--- src/rtl/mux_tree_out_packer.sv ---
// mux_tree_out_packer
// Consumes the serial bit v from the final layer of the 4-layer mux tree.
// - Keeps a HIST_LEN-deep history of v. This history supplies the delayed
//   select taps a_1..a_4 that feed back into layers 2-4.
// - Packs accepted bits into WORD_W-bit words.
// - Queues finished words in a first-word-fall-through FIFO, read out over a
//   valid/ready handshake.
// Build option: define PACK_MSB_FIRST_EN to place the first accepted bit at
// bit WORD_W-1 instead of bit 0. The history taps and the FIFO behave the same
// either way.
module mux_tree_out_packer #(
    parameter int WORD_W     = 8,
    parameter int FIFO_DEPTH = 4,
    parameter int HIST_LEN   = 4
) (
    input  logic                          clk,
    input  logic                          rst,
    input  logic                          v_in,
    input  logic                          v_valid,
    output logic [HIST_LEN-1:0]           hist,
    output logic [WORD_W-1:0]             word_data,
    output logic                          word_valid,
    input  logic                          word_ready,
    output logic [$clog2(FIFO_DEPTH):0]   fill,
    output logic                          overflow
);

    localparam int AW     = $clog2(FIFO_DEPTH);
    localparam int FILL_W = AW + 1;
    localparam int CW     = (WORD_W > 1) ? $clog2(WORD_W) : 1;

    // History taps
    logic [HIST_LEN-1:0] hist_reg;
    logic [HIST_LEN-1:0] hist_next;

    // Packer state
    logic [CW-1:0]       cnt_reg;
    logic [CW-1:0]       cnt_next;
    logic [WORD_W-1:0]   shreg_reg;
    logic [WORD_W-1:0]   shreg_next;
    logic [CW-1:0]       bit_idx;
    logic                word_complete;

    // FIFO state
    logic [WORD_W-1:0]   mem_reg [FIFO_DEPTH];
    logic [AW-1:0]       wr_ptr_reg;
    logic [AW-1:0]       rd_ptr_reg;
    logic [FILL_W-1:0]   fill_reg;
    logic [FILL_W-1:0]   fill_next;
    logic                overflow_reg;
    logic                fifo_full;
    logic                pop;
    logic                push_ok;
    logic                push_drop;

    // Tap i takes the previous value of tap i-1; tap 0 takes the live bit.
    assign hist_next[0] = v_in;
    generate
        for (genvar gi = 1; gi < HIST_LEN; gi++) begin : g_hist_tap
            assign hist_next[gi] = hist_reg[gi-1];
        end
    endgenerate

    // History shifts on every edge, whether or not the bit is being packed
    always_ff @(posedge clk or posedge rst) begin
        if (rst) begin
            hist_reg <= '0;
        end else begin
            hist_reg <= hist_next;
        end
    end

    // Target bit position for the incoming bit, set by the packing order
`ifdef PACK_MSB_FIRST_EN
    assign bit_idx = CW'(WORD_W - 1) - cnt_reg;
`else
    assign bit_idx = cnt_reg;
`endif

    assign word_complete = v_valid && (cnt_reg == CW'(WORD_W - 1));

    // Insert the current bit and advance the counter.
    // shreg_next includes the current bit, so it is the word pushed on a
    // completing edge.
    always_comb begin
        shreg_next = shreg_reg;
        cnt_next   = cnt_reg;
        if (v_valid) begin
            shreg_next[bit_idx] = v_in;
            cnt_next            = word_complete ? '0 : cnt_reg + CW'(1);
        end
    end

    // Packer registers. The partial word is cleared once a word completes.
    always_ff @(posedge clk or posedge rst) begin
        if (rst) begin
            cnt_reg   <= '0;
            shreg_reg <= '0;
        end else begin
            cnt_reg   <= cnt_next;
            shreg_reg <= word_complete ? '0 : shreg_next;
        end
    end

    // FIFO control
    // - A full FIFO still accepts a push when a pop happens on the same edge.
    //   In that case the write lands in the slot being vacated.
    // - A push into a full FIFO with no pop is dropped.
    assign fifo_full = (fill_reg == FILL_W'(FIFO_DEPTH));
    assign pop       = word_valid && word_ready;
    assign push_ok   = word_complete && (!fifo_full || pop);
    assign push_drop = word_complete && fifo_full && !pop;

    // Occupancy update for every push/pop combination
    always_comb begin
        fill_next = fill_reg;
        case ({push_ok, pop})
            2'b10:   fill_next = fill_reg + FILL_W'(1);
            2'b01:   fill_next = fill_reg - FILL_W'(1);
            default: fill_next = fill_reg;
        endcase
    end

    // FIFO pointers, occupancy and the sticky overflow flag
    always_ff @(posedge clk or posedge rst) begin
        if (rst) begin
            wr_ptr_reg   <= '0;
            rd_ptr_reg   <= '0;
            fill_reg     <= '0;
            overflow_reg <= 1'b0;
        end else begin
            if (push_ok) begin
                wr_ptr_reg <= wr_ptr_reg + AW'(1);
            end
            if (pop) begin
                rd_ptr_reg <= rd_ptr_reg + AW'(1);
            end
            fill_reg <= fill_next;
            if (push_drop) begin
                overflow_reg <= 1'b1;
            end
        end
    end

    // Word storage. No reset is needed: the output is masked while empty.
    always_ff @(posedge clk) begin
        if (push_ok) begin
            mem_reg[wr_ptr_reg] <= shreg_next;
        end
    end

    assign word_valid = (fill_reg != '0);
    assign word_data  = word_valid ? mem_reg[rd_ptr_reg] : '0;
    assign fill       = fill_reg;
    assign overflow   = overflow_reg;
    assign hist       = hist_reg;

endmodule

--- config.mk ---
export PLATFORM = sky130hd
export DESIGN_NAME = mux_tree_out_packer
export DESIGN_NICKNAME = d
export VERILOG_FILES = /design/src/rtl/mux_tree_out_packer.sv
export SDC_FILE = /design/constraint.sdc
export NUM_CORES = 1
export LEC_CHECK = 0
export ABC_AREA = 1
export BUFFER_PORTS_ARGS = -buffer_cell sky130_fd_sc_hd__buf_4
export CAP_MARGIN = 20
export CORE_MARGIN = 2
export CORE_UTILIZATION = 55
export DETAILED_ROUTE_END_ITERATION = 10
export GPL_ROUTABILITY_DRIVEN = 1
export PLACE_DENSITY_LB_ADDON = 0.3
export SLEW_MARGIN = 25
export SYNTH_ARGS = -nofsm -noshare
export SYNTH_HDL_FRONTEND = slang
export SYNTH_SLANG_ARGS = --single-unit
--- constraint.sdc ---
create_clock -name clk -period 5.45 [get_ports clk]
set_input_delay 0.545 -clock clk [delete_from_list [all_inputs] [get_ports clk]]
set_output_delay 0.545 -clock clk [all_outputs]
set_load 0.005 [all_outputs]
# Yosys cells after proc, flatten, opt, wreduce, memory -nomap -nowiden
# Memory sizes are Yosys's and may differ from the RTL's.
# Index checks and enable logic that the tools add are counted.
[classes]
add_sub_neg = 5
magnitude_cmp = 2
eq_ne = 4
muxes = 10
n_reduce_logical = 11
[ops]
columns = ["op", "count"]
rows = [
  ["$mux W8", 3],
  ["$bwmux W8", 1],
  ["$add A3 B1 Y3 const B", 2],
  ["$eq A3 B3 Y1 const B", 2],
  ["$logic_and A1 B1 Y1", 6],
  ["$pmux W3 S2", 1],
  ["$add A2 B1 Y2 const B", 2],
  ["$lt A3 B4 Y1 const B", 1],
  ["$demux W1 S3", 1],
  ["$ge A3 B1 Y1 const B", 1],
  ["$mux W1", 3],
  ["$mux W3", 1],
  ["$reduce_bool A3 Y1", 1],
  ["$sub A3 B1 Y3 const B", 1],
  ["$eq A2 B1 Y1 const B", 1],
  ["$eq A2 B2 Y1 const B", 1],
  ["$logic_not A1 Y1", 2],
  ["$reduce_bool A2 Y1", 1],
  ["$logic_or A1 B1 Y1", 1],
]
[word_totals]
reg_bits = 23
ram_bits = 32
in_bits = 5
out_inout_bits = 17
elab_cells = 40
memories = 1
[mem_list]
columns = ["memory", "words", "word_bits", "rd", "rd_clocked_by_memory_dff", "wr", "line", "rtl"]
rows = [
  ["mem_reg", 4, 8, 1, 0, 1, "45", "logic [WORD_W-1:0] mem_reg [FIFO_DEPTH];"],
]

# Depth between registers and ports, before layout
# Gate-level depths: netlist of the first run.
[depth]
word_depth = 7
ltp_mapped = 10
depth_no_buf = 10

# Worst setup path after synthesis of the first run
# No wires, ideal clock.
[synth_path]
path_type = "register to register"
startpoint = "register cnt_reg[0], in the netlist bit_idx[0]"
endpoint = "register fill_reg[1], in the netlist fill[1]"
setup_time_ns = 0.122
arrival_ns = 1.656
required_ns = 5.328
setup_slack_ns = 3.672
path_stages_with_launch = 9
path_buffers = 0
synth_period_minus_slack_ns = 1.778
path_cell_list = "dfrtp_1 -> ha_1 -> ha_1 -> nand2_2 -> nand3_2 -> fa_1 -> inv_1 -> nand2_1 -> o21ai_1"
[synth_between]
elab_chain_cells = 5
word_cells_on_any_way = 7
cone_classes = "3 x eq/ne; 1 x mux; 3 x reduce/logical"
[synth_rtl]
columns = ["element", "line", "rtl"]
rows = [
  ["start: declaration", "37", "logic [CW-1:0] cnt_reg;"],
  ["start signal: assignment", "100", "cnt_reg <= cnt_next;"],
  ["$eq A3 B3 Y1 *", "80", "assign word_complete = v_valid && (cnt_reg == CW'(WORD_W - 1));"],
  ["$logic_and A1 B1 Y1 *", "80", ""],
  ["$logic_and A1 B1 Y1 *", "111", "assign push_ok = word_complete && (!fifo_full || pop);"],
  ["$eq A2 B1 Y1 / $eq A2 B2 Y1 (equally long branches)", "117", "case ({push_ok, pop})"],
  ["$pmux W3 S2 / $reduce_bool A2 Y1 (equally long branches)", "--", ""],
  ["end signal: assignment", "138", "fill_reg <= fill_next;"],
  ["end: declaration", "48", "logic [FILL_W-1:0] fill_reg;"],
]
# Every way passes the cells marked *; elsewhere a longest branch is shown, timed or not.
# A chain may end at the register's enable or synchronous reset.

# Worst setup path in the final report of the first run
[layout_path]
startpoint = "register rd_ptr_reg[0]"
endpoint = "output word_data[3]"
[layout_between]
elab_chain_cells = 2
[layout_rtl]
columns = ["element", "line", "rtl"]
rows = [
  ["start: declaration", "47", "logic [AW-1:0] rd_ptr_reg;"],
  ["start signal: assignment", "136", "rd_ptr_reg <= rd_ptr_reg + AW'(1);"],
  ["$mem_v2 Z4 W8", "--", ""],
  ["$mux W8", "153", "assign word_data = word_valid ? mem_reg[rd_ptr_reg] : '0;"],
  ["end: declaration", "21", "output logic [WORD_W-1:0] word_data,"],
]
# No other way between the ends.

==> flow_summary.json, run 1 <==
{
  "grt_usage_pct": 19.6,
  "whs_ns": 0.383,
  "final_net_count": 263,
  "fin_setup_tns_ns": 0,
  "clock_sinks": 55,
  "clock_latency_ns": 0.31,
  "n_antenna_cell": 0,
  "netlist_area_mm2": 0.00241,
  "synth_fp_nets": 239,
  "relSlewSlack_pct": 43.2,
  "synth.largest_area_cell": "edfxtp_1",
  "rows": 24,
  "cts_tree": "done",
  "grt_pass1_vias": 1511,
  "p_leak_nw": 1.24,
  "critical_path_arrival_ns": 1.77,
  "final_area_mm2": 0.00271,
  "drc_errors": 0,
  "hold_depth": 0,
  "setup_violations": 0,
  "fin_crit_ns": 2.31,
  "status": "complete, no violations",
  "finalCritPeriodShare_pct": 42.4,
  "wl_per_cell_um": 13.6,
  "core_mm2": 0.00429,
  "hold_end": "hist[1]",
  "synth_top_cell_area_share_pct": 39.8,
  "power_mw": 1.41,
  "place.gp.congestion": 0.802,
  "drv_slew": 0,
  "drtAntennaViolNets": 0,
  "ys_ff_latch": 55,
  "holdBufCountCts": 0,
  "clockBufferDepth": 2,
  "post_route_cells_drive_above_1_share_pct": 16.7,
  "ys_top_cells_by_area": "edfxtp_1, dfrtp_1, nor2_1, inv_1, o21ai_0",
  "synth_warnings": 0,
  "path_class": "reg -> out",
  "max_freq_mhz": 433,
  "initial_core_util_pct": 56.2,
  "die_w_um": 70.2,
  "final_common_cell": "nor2_1",
  "largest_reg_flops": 32,
  "cts_resized": 0,
  "ff2ff_path_depth": 6,
  "first_pass_iters": 5,
  "rr_startpoint": "bit_idx[0]",
  "antenna_found_initial": 0,
  "cp-end-kind": "output port",
  "ios": 22,
  "dieArea_mm2": 0.00493,
  "cp_max_fo": 18,
  "seq_area_frac_synth_pct": 63.7,
  "via_per_inst": 5.01,
  "critPathRequiredTime_ns": 4.91,
  "critPathLaunchType": "register",
  "areaGrowthSynthToFinish_pct": 12.4,
  "final_util_pct": 63.2,
  "finalClockSkew_ns": 0.00572,
  "numCtsBuffers": 5,
  "port_buffers": 21,
  "dp_hpwl_um": 3040,
  "avgSynthCellArea_um2": 10.6,
  "clk_pin_slew_ns": 0.09,
  "layout_common_cells": "nor2_1, edfxtp_1, inv_1, dfrtp_1, nand2_1",
  "cts_root_buf": "clkbuf_8",
  "drv_cap": 0,
  "r2r_slack_ns": 3.34,
  "worst_pin_slew_ns": 0.852,
  "rsz0062_at_grt": "false",
  "cts_setup_buffers": 0,
  "synth_cells": 227,
  "synth.distinct_cells": 25,
  "grt_max_degree": 24,
  "ir_drop_mv": 0.258,
  "vias": 1524,
  "hold_path_class": "reg -> reg",
  "postPlaceCellArea_mm2": 0.00260,
  "grt_pass1_wl_um": 7260,
  "hp-start": "hist[0]",
  "r2r-end": "mem_reg[1][0]",
  "drt-initial-drc-count": 91,
  "cts.htree.levels": 2,
  "grt_overflow": 0,
  "finalHoldViolCount": 0,
  "p_per_area_mw_per_mm2": 518,
  "die_h_um": 70.2,
  "wl_um": 4130
}
-- how the worst max path moves through the flow --
stage                  startpoint            end  slack [ns]  depth (start not counted)
finish              rd_ptr_reg[0]   word_data[3]        3.14                          4
global route        rd_ptr_reg[0]   word_data[3]        2.93                          4
CTS                 rd_ptr_reg[0]   word_data[3]        3.11                          4
detailed placement     bit_idx[0]  mem_reg[1][2]        3.32                          6
global placement       bit_idx[0]  mem_reg[3][2]        3.33                          6
floorplan              bit_idx[0]        fill[1]        3.67                          8
-- per-layer routing --
metal / vias up / global-route usage, % / share of wire (%)
met4: 0 / 8.12 / 2.3
li1: 777 / - / -
met2: 27 / 31.2 / 50
met3: 12 / 4.62 / 3.4
met5: - / 0 / 0
met1: 708 / 25.9 / 44
-- area by class of cell --
cell class | instances | area (µm²)
Clock buffer | 5 | 68.8
Clock inverter | 3 | 42.5
Fill cell | 364 | 1580
Inverter | 32 | 125
Multi-Input combinational cell | 136 | 717
Sequential cell | 55 | 1540
Tap cell | 52 | 65.1
Timing Repair Buffer | 21 | 158
-- power breakdown --
| part | internal (mW) | switching (mW) | leakage (nW) | total [mW] |
|---|---|---|---|---|
| logic | 0.218 | 0.299 | 0.617 | 0.517 |
| registers | 0.552 | 0.0721 | 0.567 | 0.624 |
| clock network | 0.137 | 0.128 | 0.0562 | 0.265 |
| total | 0.907 | 0.499 | 1.24 | 1.41 |
-- Yosys cell counts --
master and number:
a21oi_1 10, buf_4 1, buf_6 2, clkbuf_2 1, clkinv_4 1, dfrtp_1 23
edfxtp_1 32, fa_1 1, ha_1 6, inv_1 28, inv_2 3, mux2i_1 5
nand2_1 22, nand2_2 5, nand2_4 1, nand3_1 2, nand3_2 1, nand3_4 1
nor2_1 55, nor2_2 1, nor2_4 1, o21ai_0 19, o21ai_1 3, o21bai_1 1
xor2_1 2
-- critical path: stages, from the launching register on --
cell and delay (ns):
dfrtp_1 0.71, inv_2 0.25, o21ai_0 0.25, a21oi_1 0.10, buf_4 0.14
-- through the flow --
step	std cells	setup slack (ns)
floorplan	227	3.67
global placement	296	3.33
detailed placement	296	3.32
CTS	304	3.11
global route	304	2.93
finish	304	3.14
-- cells by family after synthesis --
group           share of synthesized area (%)
flops                                    63.7
buf+inv                                  6.64
xor+xnor                                0.726
simple gates                             16.0
fa+ha+maj                                3.94
compound gates                           6.95
mux                                      2.07
Note: power is estimated with default switching activity, not from simulation.
==> inputs of run 2 (changes only) <==
- CORE_UTILIZATION: 55 -> 52
- clock period: 5.45 -> 1.9 ns (I/O delays scaled with it)
==> flow_summary.json, run 2 (synthesized netlist as in run 1, its figures left out) <==
{
  "status": "complete, no violations",
  "final-seq-area_mm2": 0.00154,
  "antenna_found_initial": 0,
  "grt_pass1_vias": 1543,
  "critPathBufInv": 1,
  "n_antenna_cell": 0,
  "path_class": "reg -> reg",
  "clockBufferDepth": 2,
  "initial_core_util_pct": 54.7,
  "ir_drop_mv": 0.801,
  "post-place-ws_ns": 0.0604,
  "layout_common_cells": "nor2_1, edfxtp_1, buf_4, inv_1",
  "clock_sinks": 55,
  "ios": 22,
  "via_per_inst": 4.98,
  "worst_pin_slew_ns": 0.321,
  "dieArea_mm2": 0.00520,
  "die_w_um": 72.1,
  "power_mw": 4.13,
  "crit_end": "fill[1]",
  "clock_latency_ns": 0.30,
  "finalHoldViolCount": 0,
  "grt_pass1_wl_um": 6910,
  "setup_violations": 0,
  "r2r_slack_ns": 0.08,
  "rows": 24,
  "drtAntennaViolNets": 0,
  "cts.htree.levels": 2,
  "clk_pin_slew_ns": 0.09,
  "hold_depth": 1,
  "core_mm2": 0.00441,
  "cts_tree": "done",
  "vias": 1569,
  "fin_crit_ns": 1.82,
  "cp-end-kind": "register",
  "crit_top_cell": "ha_1",
  "relSlewSlack_pct": 78.6,
  "cp_slowest_cell": "fa_1",
  "port_buffers": 21,
  "wl_um": 4030,
  "nFillCells": 356,
  "grt_usage_pct": 17.5,
  "final_common_cell": "nor2_1",
  "grt_max_degree": 24,
  "post_route_cells_drive_above_1_share_pct": 20.2,
  "cpPeakStageDelay_ns": 0.50,
  "areaGrowthSynthToFinish_pct": 16.0,
  "place.gp.congestion": 0.766,
  "numCtsBuffers": 5,
  "cp.depth": 8,
  "cp-startpoint": "bit_idx[1]",
  "p_leak_nw": 1.29,
  "rr_startpoint": "bit_idx[1]",
  "p_per_area_mw_per_mm2": 1470,
  "ff2ff_path_depth": 8,
  "finalCritPeriodShare_pct": 95.6,
  "drv_cap": 0,
  "drv_slew": 0,
  "finalClockSkew_ns": 0.00538,
  "largest_reg_flops": 32,
  "rsz0062_at_grt": "true",
  "drt-initial-drc-count": 106,
  "critical_path_arrival_ns": 2.02,
  "drc_errors": 0,
  "dp_hpwl_um": 2830,
  "max_freq_mhz": 550,
  "wl_per_cell_um": 12.8,
  "critPathLaunchType": "register",
  "grt_overflow": 0,
  "cts_root_buf": "clkbuf_8",
  "cp_max_fo": 4,
  "final_net_count": 274,
  "multi_input_area_um2": 717,
  "crit_chain": "ha_1 -> ha_1 -> nand2_2 -> nand3_2 -> fa_1 -> inv_1 -> nand2_1 -> o21ai_1",
  "first_pass_iters": 4,
  "die_h_um": 72.1,
  "crit_family": "adder cells",
  "setup_ws_ns": 0.0832,
  "r2r-end": "fill[1]",
  "critPathRequiredTime_ns": 2.10,
  "hold_path_class": "in -> reg"
}
## run 2: changes by cell type in the layout (fill, tap and decap cells not counted), sizes merged
cell,change
buf,+10
dlygate4sd3,+1
## run 2: worst min-delay path by stage
stage	startpoint	endpoint	slack, ns
after detailed placement	rst	overflow	0.26
after floorplan	rst	bit_idx[0]	0.19
final	v_in	hist[0]	0.07
after CTS	v_in	hist[0]	0.06
after global routing	v_in	hist[0]	0.07
after global placement	rst	overflow	0.25
## run 2: power breakdown
part,internal [mW],leakage (nW),switching [mW]
combinational,0.695,0.672,0.952
sequential,1.59,0.566,0.140
clock,0.393,0.0562,0.361
total,2.67,1.29,1.45
## run 2: per-layer routing
layer	part of all wire (%)	global-route usage [%]
met1	42	22.2
met2	51	29.9
met3	4.7	2.92
met4	1.6	7.55
met5	0	0
## run 2: area by class of cell
type                            count  area share (%)
Timing Repair Buffer               32            8.67
Clock inverter                      3            1.52
Sequential cell                    55            54.9
Tap cell                           52            2.32
Clock buffer                        5            2.46
Multi-Input combinational cell    136            25.6
Inverter                           32            4.47
## run 2: repair_timing
action / CTS / global route
gates resized for setup: 0 / 1
endpoints found under the hold margin: 23 / 0
setup endpoints to repair: 0 / 7
setup buffers: 0 / 2
hold buffers: 1 / 0
## run 2: metrics by stage
| step | util [%] | TNS, ns | hold WS, ns | std cells | instance area, µm² |
|---|---|---|---|---|---|
| after CTS | 63.0 | 0 | 0.0590 | 313 | 2780 |
| after global placement | 60.3 | 0 | 0.253 | 304 | 2660 |
| after floorplan | - | 0 | 0.192 | 227 | 2410 |
| after detailed placement | 60.3 | 0 | 0.256 | 304 | 2660 |
| final | 63.4 | 0 | 0.0705 | 315 | 2800 |
| after global routing | 63.4 | -0.0191 | 0.0669 | 315 | 2800 |
## run 2: worst register-to-register path: stages, from the launching register on
cell	delay (ns)
dfrtp_1	0.41
ha_1	0.19
ha_1	0.20
nand2_2	0.12
nand3_2	0.13
fa_1	0.50
inv_1	0.04
nand2_1	0.07
o21ai_1	0.06
